`src/rtl/vga_stream_timing.sv`:
```
// vga_stream_timing: VGA sync generator and pixel streamer fed from the read
// side of a show-ahead pixel FIFO whose words carry a start-of-frame flag.
// Detects FIFO underflow and frame misalignment, and resynchronises to the
// next SOF word without disturbing HS/VS timing.
// Optional build macro VGA_TESTPATTERN_EN adds input pattern_sel, which
// replaces the FIFO path with a 16-pixel grid while in RUN.
module vga_stream_timing #(
  parameter int HDISP  = 800,
  parameter int HFP    = 40,
  parameter int HPULSE = 48,
  parameter int HBP    = 40,
  parameter int VDISP  = 480,
  parameter int VFP    = 13,
  parameter int VPULSE = 3,
  parameter int VBP    = 29,
  parameter logic HS_POL = 1'b0,
  parameter logic VS_POL = 1'b0,
  parameter int DATA_WIDTH = 24,
  parameter logic [DATA_WIDTH-1:0] UNDERFLOW_RGB = DATA_WIDTH'(24'h0000FF)
) (
  input  logic                  pixel_clk,
  input  logic                  pixel_rst,
  input  logic                  enable,
  input  logic                  clr_status,
`ifdef VGA_TESTPATTERN_EN
  input  logic                  pattern_sel,
`endif
  input  logic [DATA_WIDTH-1:0] fifo_rdata,
  input  logic                  fifo_sof,
  input  logic                  fifo_rempty,
  output logic                  fifo_read,
  output logic                  HS,
  output logic                  VS,
  output logic                  BLANK,
  output logic [DATA_WIDTH-1:0] RGB,
  output logic                  frame_start,
  output logic                  underflow,
  output logic                  sync_err,
  output logic                  busy
);

  localparam int HBLANK = HFP + HPULSE + HBP;
  localparam int HTOTAL = HBLANK + HDISP;
  localparam int VBLANK = VFP + VPULSE + VBP;
  localparam int VTOTAL = VBLANK + VDISP;
  localparam int HW = $clog2(HTOTAL);
  localparam int VW = $clog2(VTOTAL);

  localparam logic [HW-1:0] H_LAST     = HW'(HTOTAL - 1);
  localparam logic [HW-1:0] H_ACT      = HW'(HBLANK);
  localparam logic [HW-1:0] H_SYNC_BEG = HW'(HFP);
  localparam logic [HW-1:0] H_SYNC_END = HW'(HFP + HPULSE);
  localparam logic [VW-1:0] V_LAST     = VW'(VTOTAL - 1);
  localparam logic [VW-1:0] V_ACT      = VW'(VBLANK);
  localparam logic [VW-1:0] V_SYNC_BEG = VW'(VFP);
  localparam logic [VW-1:0] V_SYNC_END = VW'(VFP + VPULSE);

  typedef enum logic [1:0] {
    ST_IDLE,
    ST_RUN,
    ST_RESYNC
  } state_t;

  state_t                  state;
  state_t                  state_next;
  logic [HW-1:0]           h_cnt;
  logic [HW-1:0]           h_next;
  logic [VW-1:0]           v_cnt;
  logic [VW-1:0]           v_next;
  logic                    active;
  logic                    first_px;
  logic                    line_wrap;
  logic                    frame_wrap;
  logic                    in_hsync;
  logic                    in_vsync;
  logic                    sof_ok;
  logic                    set_uf;
  logic                    set_se;
  logic [DATA_WIDTH-1:0]   rgb_next;
  logic                    pattern_on;
  logic [DATA_WIDTH-1:0]   pattern_rgb;

  // Position decode: display regions, sync windows and the expected SOF slot.
  always_comb begin
    active     = (h_cnt >= H_ACT) && (v_cnt >= V_ACT);
    first_px   = (h_cnt == H_ACT) && (v_cnt == V_ACT);
    line_wrap  = (h_cnt == H_LAST);
    frame_wrap = line_wrap && (v_cnt == V_LAST);
    in_hsync   = (h_cnt >= H_SYNC_BEG) && (h_cnt < H_SYNC_END);
    in_vsync   = (v_cnt >= V_SYNC_BEG) && (v_cnt < V_SYNC_END);
    sof_ok     = (fifo_sof == first_px);
  end

`ifdef VGA_TESTPATTERN_EN
  // Grid pattern: a bright line every 16 pixels/lines from the active origin.
  always_comb begin
    pattern_on  = pattern_sel;
    pattern_rgb = '0;
    if ((((int'(h_cnt) - HBLANK) % 16) == 0) ||
        (((int'(v_cnt) - VBLANK) % 16) == 0)) begin
      pattern_rgb = '1;
    end
  end
`else
  assign pattern_on  = 1'b0;
  assign pattern_rgb = '0;
`endif

  // Counters run freely outside IDLE; IDLE parks them at the frame origin.
  always_comb begin
    h_next = '0;
    v_next = '0;
    if (state != ST_IDLE) begin
      if (line_wrap) begin
        h_next = '0;
        v_next = (v_cnt == V_LAST) ? '0 : v_cnt + VW'(1);
      end else begin
        h_next = h_cnt + HW'(1);
        v_next = v_cnt;
      end
    end
  end

  // Next state, FIFO pop and next pixel; a stop or resync resolves at frame wrap.
  always_comb begin
    state_next = state;
    fifo_read  = 1'b0;
    rgb_next   = '0;
    set_uf     = 1'b0;
    set_se     = 1'b0;
    case (state)
      ST_IDLE: begin
        if (enable) state_next = ST_RUN;
      end
      ST_RUN: begin
        if (pattern_on) begin
          if (active) rgb_next = pattern_rgb;
        end else if (active) begin
          if (fifo_rempty) begin
            rgb_next = UNDERFLOW_RGB;
            set_uf   = 1'b1;
          end else if (sof_ok) begin
            fifo_read = 1'b1;
            rgb_next  = fifo_rdata;
          end else begin
            rgb_next   = UNDERFLOW_RGB;
            set_se     = 1'b1;
            state_next = ST_RESYNC;
          end
        end
        if (frame_wrap) state_next = enable ? ST_RUN : ST_IDLE;
      end
      ST_RESYNC: begin
        fifo_read = !fifo_rempty && !fifo_sof;
        if (active) rgb_next = UNDERFLOW_RGB;
        if (frame_wrap) state_next = enable ? ST_RUN : ST_IDLE;
      end
      default: begin
        state_next = ST_IDLE;
      end
    endcase
    if (pixel_rst) fifo_read = 1'b0;
  end

  // State, counters and registered video outputs (one cycle behind counters).
  always_ff @(posedge pixel_clk) begin
    if (pixel_rst) begin
      state       <= ST_IDLE;
      h_cnt       <= '0;
      v_cnt       <= '0;
      HS          <= ~HS_POL;
      VS          <= ~VS_POL;
      BLANK       <= 1'b0;
      RGB         <= '0;
      frame_start <= 1'b0;
    end else begin
      state <= state_next;
      h_cnt <= h_next;
      v_cnt <= v_next;
      if (state == ST_IDLE) begin
        HS          <= ~HS_POL;
        VS          <= ~VS_POL;
        BLANK       <= 1'b0;
        RGB         <= '0;
        frame_start <= 1'b0;
      end else begin
        HS          <= in_hsync ? HS_POL : ~HS_POL;
        VS          <= in_vsync ? VS_POL : ~VS_POL;
        BLANK       <= active;
        RGB         <= rgb_next;
        frame_start <= (h_cnt == '0) && (v_cnt == '0);
      end
    end
  end

  // Sticky status flags; a new event wins over a simultaneous clear.
  always_ff @(posedge pixel_clk) begin
    if (pixel_rst) begin
      underflow <= 1'b0;
      sync_err  <= 1'b0;
    end else begin
      if (set_uf)          underflow <= 1'b1;
      else if (clr_status) underflow <= 1'b0;
      if (set_se)          sync_err  <= 1'b1;
      else if (clr_status) sync_err  <= 1'b0;
    end
  end

  assign busy = (state != ST_IDLE);

endmodule

```
`config.mk`:
```
export PLATFORM = sky130hd
export DESIGN_NAME = vga_stream_timing
export DESIGN_NICKNAME = d
export VERILOG_FILES = /design/src/rtl/vga_stream_timing.sv
export SDC_FILE = /design/constraint.sdc
export NUM_CORES = 1
export LEC_CHECK = 0
export BUFFER_PORTS_ARGS = -buffer_cell sky130_fd_sc_hd__buf_2
export CORE_MARGIN = 2
export CORE_UTILIZATION = 51
export DETAILED_ROUTE_END_ITERATION = 8
export PLACE_DENSITY = 0.83
export SLEW_MARGIN = 20
export SYNTH_ARGS = -nofsm -noshare
export SYNTH_HDL_FRONTEND = slang
export SYNTH_SLANG_ARGS = --single-unit
```
`constraint.sdc`:
```
create_clock -name pixel_clk -period 2.8 [get_ports pixel_clk]
set_input_delay 0.28 -clock pixel_clk [delete_from_list [all_inputs] [get_ports pixel_clk]]
set_output_delay 0.28 -clock pixel_clk [all_outputs]
set_load 0.02 [all_outputs]
```
# [Word level (Yosys, flattened, before mapping)]
# Index checks and enable logic that the tools add are counted.
[word_totals] register_bits=52 latch_bits=0 ram_bits=0 rom_bits=0 in_bits=30 out_inout_bits=32 wordCells=81 n_memories=0
[classes] addsub=2 n_mul=0 div=0 magnitude_cmp=6 eq_ne=12 n_shift=0 n_mux=31 n_bitwise=1 reduce_logical=19
[op_table] operator="$mux W24" n=3
[op_table] operator="$pmux W24 S2" n=1
[op_table] operator="$add A10 B1 Y10 const B" n=2
[op_table] operator="$eq A10 B10 Y1 const B" n=2
[op_table] operator="$ge A10 B6 Y1 const B" n=2
[op_table] operator="$logic_not A10 Y1" n=2
[op_table] operator="$mux W1" n=17
[op_table] operator="$mux W2" n=6
[op_table] operator="$eq A10 B6 Y1 const B" n=1
[op_table] operator="$eq A10 B8 Y1 const B" n=1
[op_table] operator="$ge A10 B4 Y1 const B" n=1
[op_table] operator="$ge A10 B8 Y1 const B" n=1
[op_table] operator="$lt A10 B5 Y1 const B" n=1
[op_table] operator="$lt A10 B7 Y1 const B" n=1
[op_table] operator="$mux W10" n=1
[op_table] operator="$ne A3 B3 Y1 const B" n=3
[op_table] operator="$mux W8" n=1
[op_table] operator="$logic_and A1 B1 Y1" n=7
[op_table] operator="$pmux W2 S3" n=1
[op_table] operator="$reduce_bool A2 Y1" n=3
[op_table] operator="$reduce_and A5 Y1" n=1
[op_table] operator="$ne A2 B2 Y1 const B" n=2
[op_table] operator="$reduce_or A2 Y1" n=2
[op_table] operator="$reduce_or A3 Y1" n=1
[op_table] operator="other kinds (7)" n=8

# [Logic depth before layout (Yosys ltp)]
[logic_depth] word_depth=8 depth_mapped=9 ltp_nobuf=8

# [Worst setup path before layout]
# Ideal clock, no wire load.
[synth_path] kind="flip-flop to output port" from="register v_cnt[6]" to="output fifo_read" t_arrival_ns=2.173 required_ns=2.520 setup_slack_ns=0.347 path_stages_with_launch=7 path_buffers=1 path_cell_list="dfxtp_1 -> or4_4 -> o31a_1 -> nor3_1 -> buf_2 -> a21oi_1 -> nor3b_1"
[synth_via] elab_chain_len=8 word_cells_on_any_way=10 classes_between="1 x order compare; 2 x eq/ne; 5 x mux; 2 x reduce/logical"
[synth_lines] element="start: declaration" line_no="68" text="logic [VW-1:0] v_cnt;"
[synth_lines] element="start signal: assignment" line_no="179" text="v_cnt <= v_next;"
[synth_lines] element="$eq A10 B6 Y1" line_no="86" text="first_px = (h_cnt == H_ACT) && (v_cnt == V_ACT);"
[synth_lines] element="$logic_and A1 B1 Y1" line_no="86"
[synth_lines] element="$eq A1 B1 Y1" line_no="91" text="sof_ok = (fifo_sof == first_px);"
[synth_lines] element="$mux W1" line_no="142" text="end else if (sof_ok) begin"
[synth_lines] element="$mux W1" line_no="139" text="if (fifo_rempty) begin"
[synth_lines] element="$mux W1 *" line_no="138" text="end else if (active) begin"
[synth_lines] element="$pmux W1 S2 *" line_no="131" text="case (state)"
[synth_lines] element="$mux W1 *" line_no="162" text="if (pixel_rst) fifo_read = 1'b0;"
[synth_lines] element="end: declaration" line_no="31" text="output logic fifo_read,"
# Mark *: on every way between the ends. The rest lies on a longest branch, timed or not.

# [Worst setup path after layout]
[layout_path] from="register v_cnt[5]" to="output fifo_read"
# The elaborated chain is that of the path after synthesis.

==> impl_metrics.csv <==
group,metric,value,unit
detailed_routing,drt_wl_total,4410,µm
global_routing,antenna_found_initial,0,
critical_path,crit_slowest_cell,"dfxtp_1",
placed_design,hpwlAfterDp,3389,µm
timing,finalCritPeriodShare,0.9190,
power,p_clk_frac,0.286,
critical_path,reg2reg_slack,0.51,ns
floorplanning,die_x,68.96,µm
flow_run,max_cap_violations,0,
cells_and_area,num-fill-cells,347,
synth,synth_top_area_frac,0.4837,
critical_path,crit_path_end_kind,"output pin",
synth,syn_inst,237,
timing,clock-skew-final,0.009538,ns
cts,ctsHoldBuffers,0,
detailed_routing,postRouteAntennaNets,0,
power,p_leak,1.143,nW
placed_design,place.gp.congestion,0.8889,
placed_design,placed_cells,340,
cts,cts_tree,"done",
global_routing,grt_max_degree,18,
synth,synthFlopType,"dfxtp_1",
cells_and_area,drive_gt1_frac,0.2483,
cells_and_area,stdcell_area,2586,µm²
timing,fin_tns_setup,0,ns
detailed_routing,vias,1776,
cts,clock-sinks,52,
critical_path,crit_type,"reg2out",
critical_path,worstPathRequired,2.52,ns
detailed_routing,vias_per_cell,5.103,
cells_and_area,nNetsFinal,337,
timing,max_freq,388.6,MHz
placed_design,io_buffers,61,
cts,cts.htree.levels,2,
run_status,status,"finished clean",
floorplanning,design.portCount,62,
synth,synth_top_family_by_area,"simple AND/OR/NAND/NOR gates",
global_routing,grt_pass1_wl,6789,µm
critical_path,path_buf_inv,1,
synth,avgSynthCellArea,9.080,µm²
power,power_density,578.8,nW/µm²
timing,rsz0062_at_grt,"false",
floorplanning,core_area,4029,µm²
detailed_routing,drtPass1Iterations,4,
global_routing,globalRouteTotalUtil,0.1909,
timing,hold_ws,0.1655,ns
synth,synth_edf_count,0,
timing,worstMarginPinSlew,0.7075,ns
synth,synth_area_leaders,"dfxtp_1 (48%), nor2_1 (6.1%), and2_1 (5.8%)",
synth,yosys.area_share.adder,0.05814,
critical_path,start_kind,"flip-flop",
floorplanning,start_util,0.5342,
timing,slew_headroom,0.5252,
cts,post_cts_buffers,0,
timing,setup_viol,0,
synth,yosysUniqueCellTypes,37,
critical_path,crit_family,"simple AND/OR/NAND/NOR gates",
cts,cts_buffers,5,
placed_design,dpl_cell_area,2489,µm²
synth,synth_compound_area_frac,0.07267,
cts,clock_latency,0.30,ns
detailed_routing,post_drt_wl_per_cell,12.67,µm
synth,synth_mux_area_frac,0,
synth,seq_area_frac_synth,0.4837,
synth,yosys.area_share.simple,0.2826,
synth,yosysTopAreaCell,"dfxtp_1",
synth,synth_common_cells,"dfxtp_1 (52), nor2_1 (35), and2_1 (20), nand2_1 (15), a21oi_1 (14)",
detailed_routing,drtIter0Drc,72,
power,p_int,1.048,mW
critical_path,cp_cell_sequence,"nor4bb_1, nand4_1, o31a_1, nor3_2, a21oi_1, nor3b_1, buf_2",
cells_and_area,synthToLayoutAreaGrowth,20.17,%
synth,ys_seq_elements,52,
cts,clockBufferDepth,2,
critical_path,arrival,2.29,ns
floorplanning,die_y,68.96,µm
cts,clk_pin_slew,0.10,ns
synth,synth-xor-area-share,0.06919,
min_path,hp-class,"in2reg",
power,p_comb_frac,0.194,
power,seqPwrFrac,0.520,
cts,cts_root_buffer,"clkbuf_8",
synth,yosysMostFrequentCell,"dfxtp_1",
timing,fin_crit,2.573,ns
cells_and_area,instances_no_fill,348,
synth,yosysWarnings,0,
floorplanning,die-area,4755,µm²
detailed_routing,drc,0,
cells_and_area,diodes,0,
power,p_sw_frac,0.3002,
floorplanning,row_count,23,
synth,synthesis.area,2152,µm²
timing,maxSlewViolCount,0,
synth,synth_fp_nets,277,
critical_path,cp_slowest_stage_delay,0.51,ns
power,vdd_drop_max,0.3839,mV
critical_path,crit_path_max_fanout,8,
global_routing,overflow,0,
synth,async_flop_share,0,
timing,finalHoldViolations,0,
power,p_sw,0.4493,mW
global_routing,grt_pass1_vias,1570,
==> cell families (layout without fill, tap and decap cells) <==
logic type | count (synthesis) | in the layout
AOI/OAI and AO/OA | 26 | 26
xor gates and xnor gates | 17 | 17
adders and majority gates | 10 | 10
buffers and inverters | 18 | 79
DFF | 52 | 52
and+or+nand+nor | 114 | 114
==> stage by stage <==
| stage | power, mW | utilization | setup slack [ns] |
|---|---|---|---|
| 2_1_floorplan | 0.9913 | - | 0.3468 |
| 3_3_place_gp | 1.072 | 0.6177 | 0.5473 |
| 3_5_place_dp | 1.084 | 0.6177 | 0.4820 |
| 4_1_cts | 1.511 | 0.6407 | 0.1315 |
| 5_1_grt | 1.571 | 0.6419 | 0.02712 |
| 6_report | 1.497 | 0.6419 | 0.2269 |
==> final timing paths <==
check | from | end | cells past startpoint
worst max-delay path | v_cnt[5] | fifo_read | 7
worst min-delay path | fifo_rdata[9] | RGB[9] | 2
worst max register to register | v_cnt[5] | state[0] | 6
worst min register to register | sync_err | sync_err | 2
==> repair_timing <==
| item | CTS | global route |
|---|---|---|
| hold endpoints to repair | 0 | 0 |
| gates resized for setup | 0 | 1 |
| setup endpoints to repair | 0 | 1 |
==> layout make-up <==
class | instances | area [µm²] | share of cell area
clock buffer | 5 | 68.82 | 0.02661
inverter | 9 | 33.78 | 0.01306
clock inverter | 3 | 23.77 | 0.009192
multi-input combinational | 167 | 1044 | 0.4035
sequential | 52 | 1041 | 0.4025
timing repair buffer | 62 | 312.8 | 0.1209
tap | 50 | 62.56 | 0.02419
==> layout by cell type, fill, tap and decap left out, drive strengths merged <==
master	n
a22oi	1
nand3b	1
nand2	15
clkinv	1
xnor2	4
nand3	8
or2	1
and2	20
o41ai	2
dfxtp	52
ha	10
nand4	6
o211ai	1
nor3	3
inv	9
and3	4
a31oi	1
o2111a	1
o31a	1
nor4bb	1
a21oi	14
nand4b	1
clkbuf	5
nand2b	1
buf	62
clkinvlp	2
nor3b	2
nor4	4
or4	3
o21a	1
nor2b	3
xor2	13
nor2	35
and4	5
o21ai	4
nor4b	1
==> sequential cells by signal, summed over array words and instances (netlist names) <==
name         flops
RGB             24
underflow        1
BLANK            1
state            2
VS               1
sync_err         1
HS               1
h_cnt           10
v_cnt           10
frame_start      1
==> routing by layer <==
metal	wire length, µm	GRT usage	up-vias	part of all wire
li1	-	-	919	-
met1	1894	0.2227	801	0.43
met2	2193	0.3341	52	0.50
met3	278	0.05844	4	0.063
met4	44	0.05882	0	0.010
met5	0	0	-	0
==> power groups by stage <==
stage / sequential [mW] / combinational [mW] / clock [mW]
global placement: 0.794 / 0.278 / 0
finish: 0.778 / 0.290 / 0.429
global route: 0.781 / 0.324 / 0.466
CTS: 0.778 / 0.291 / 0.442
floorplan: 0.798 / 0.193 / 0
detailed placement: 0.796 / 0.288 / 0
(Power assumes the default switching activity.)
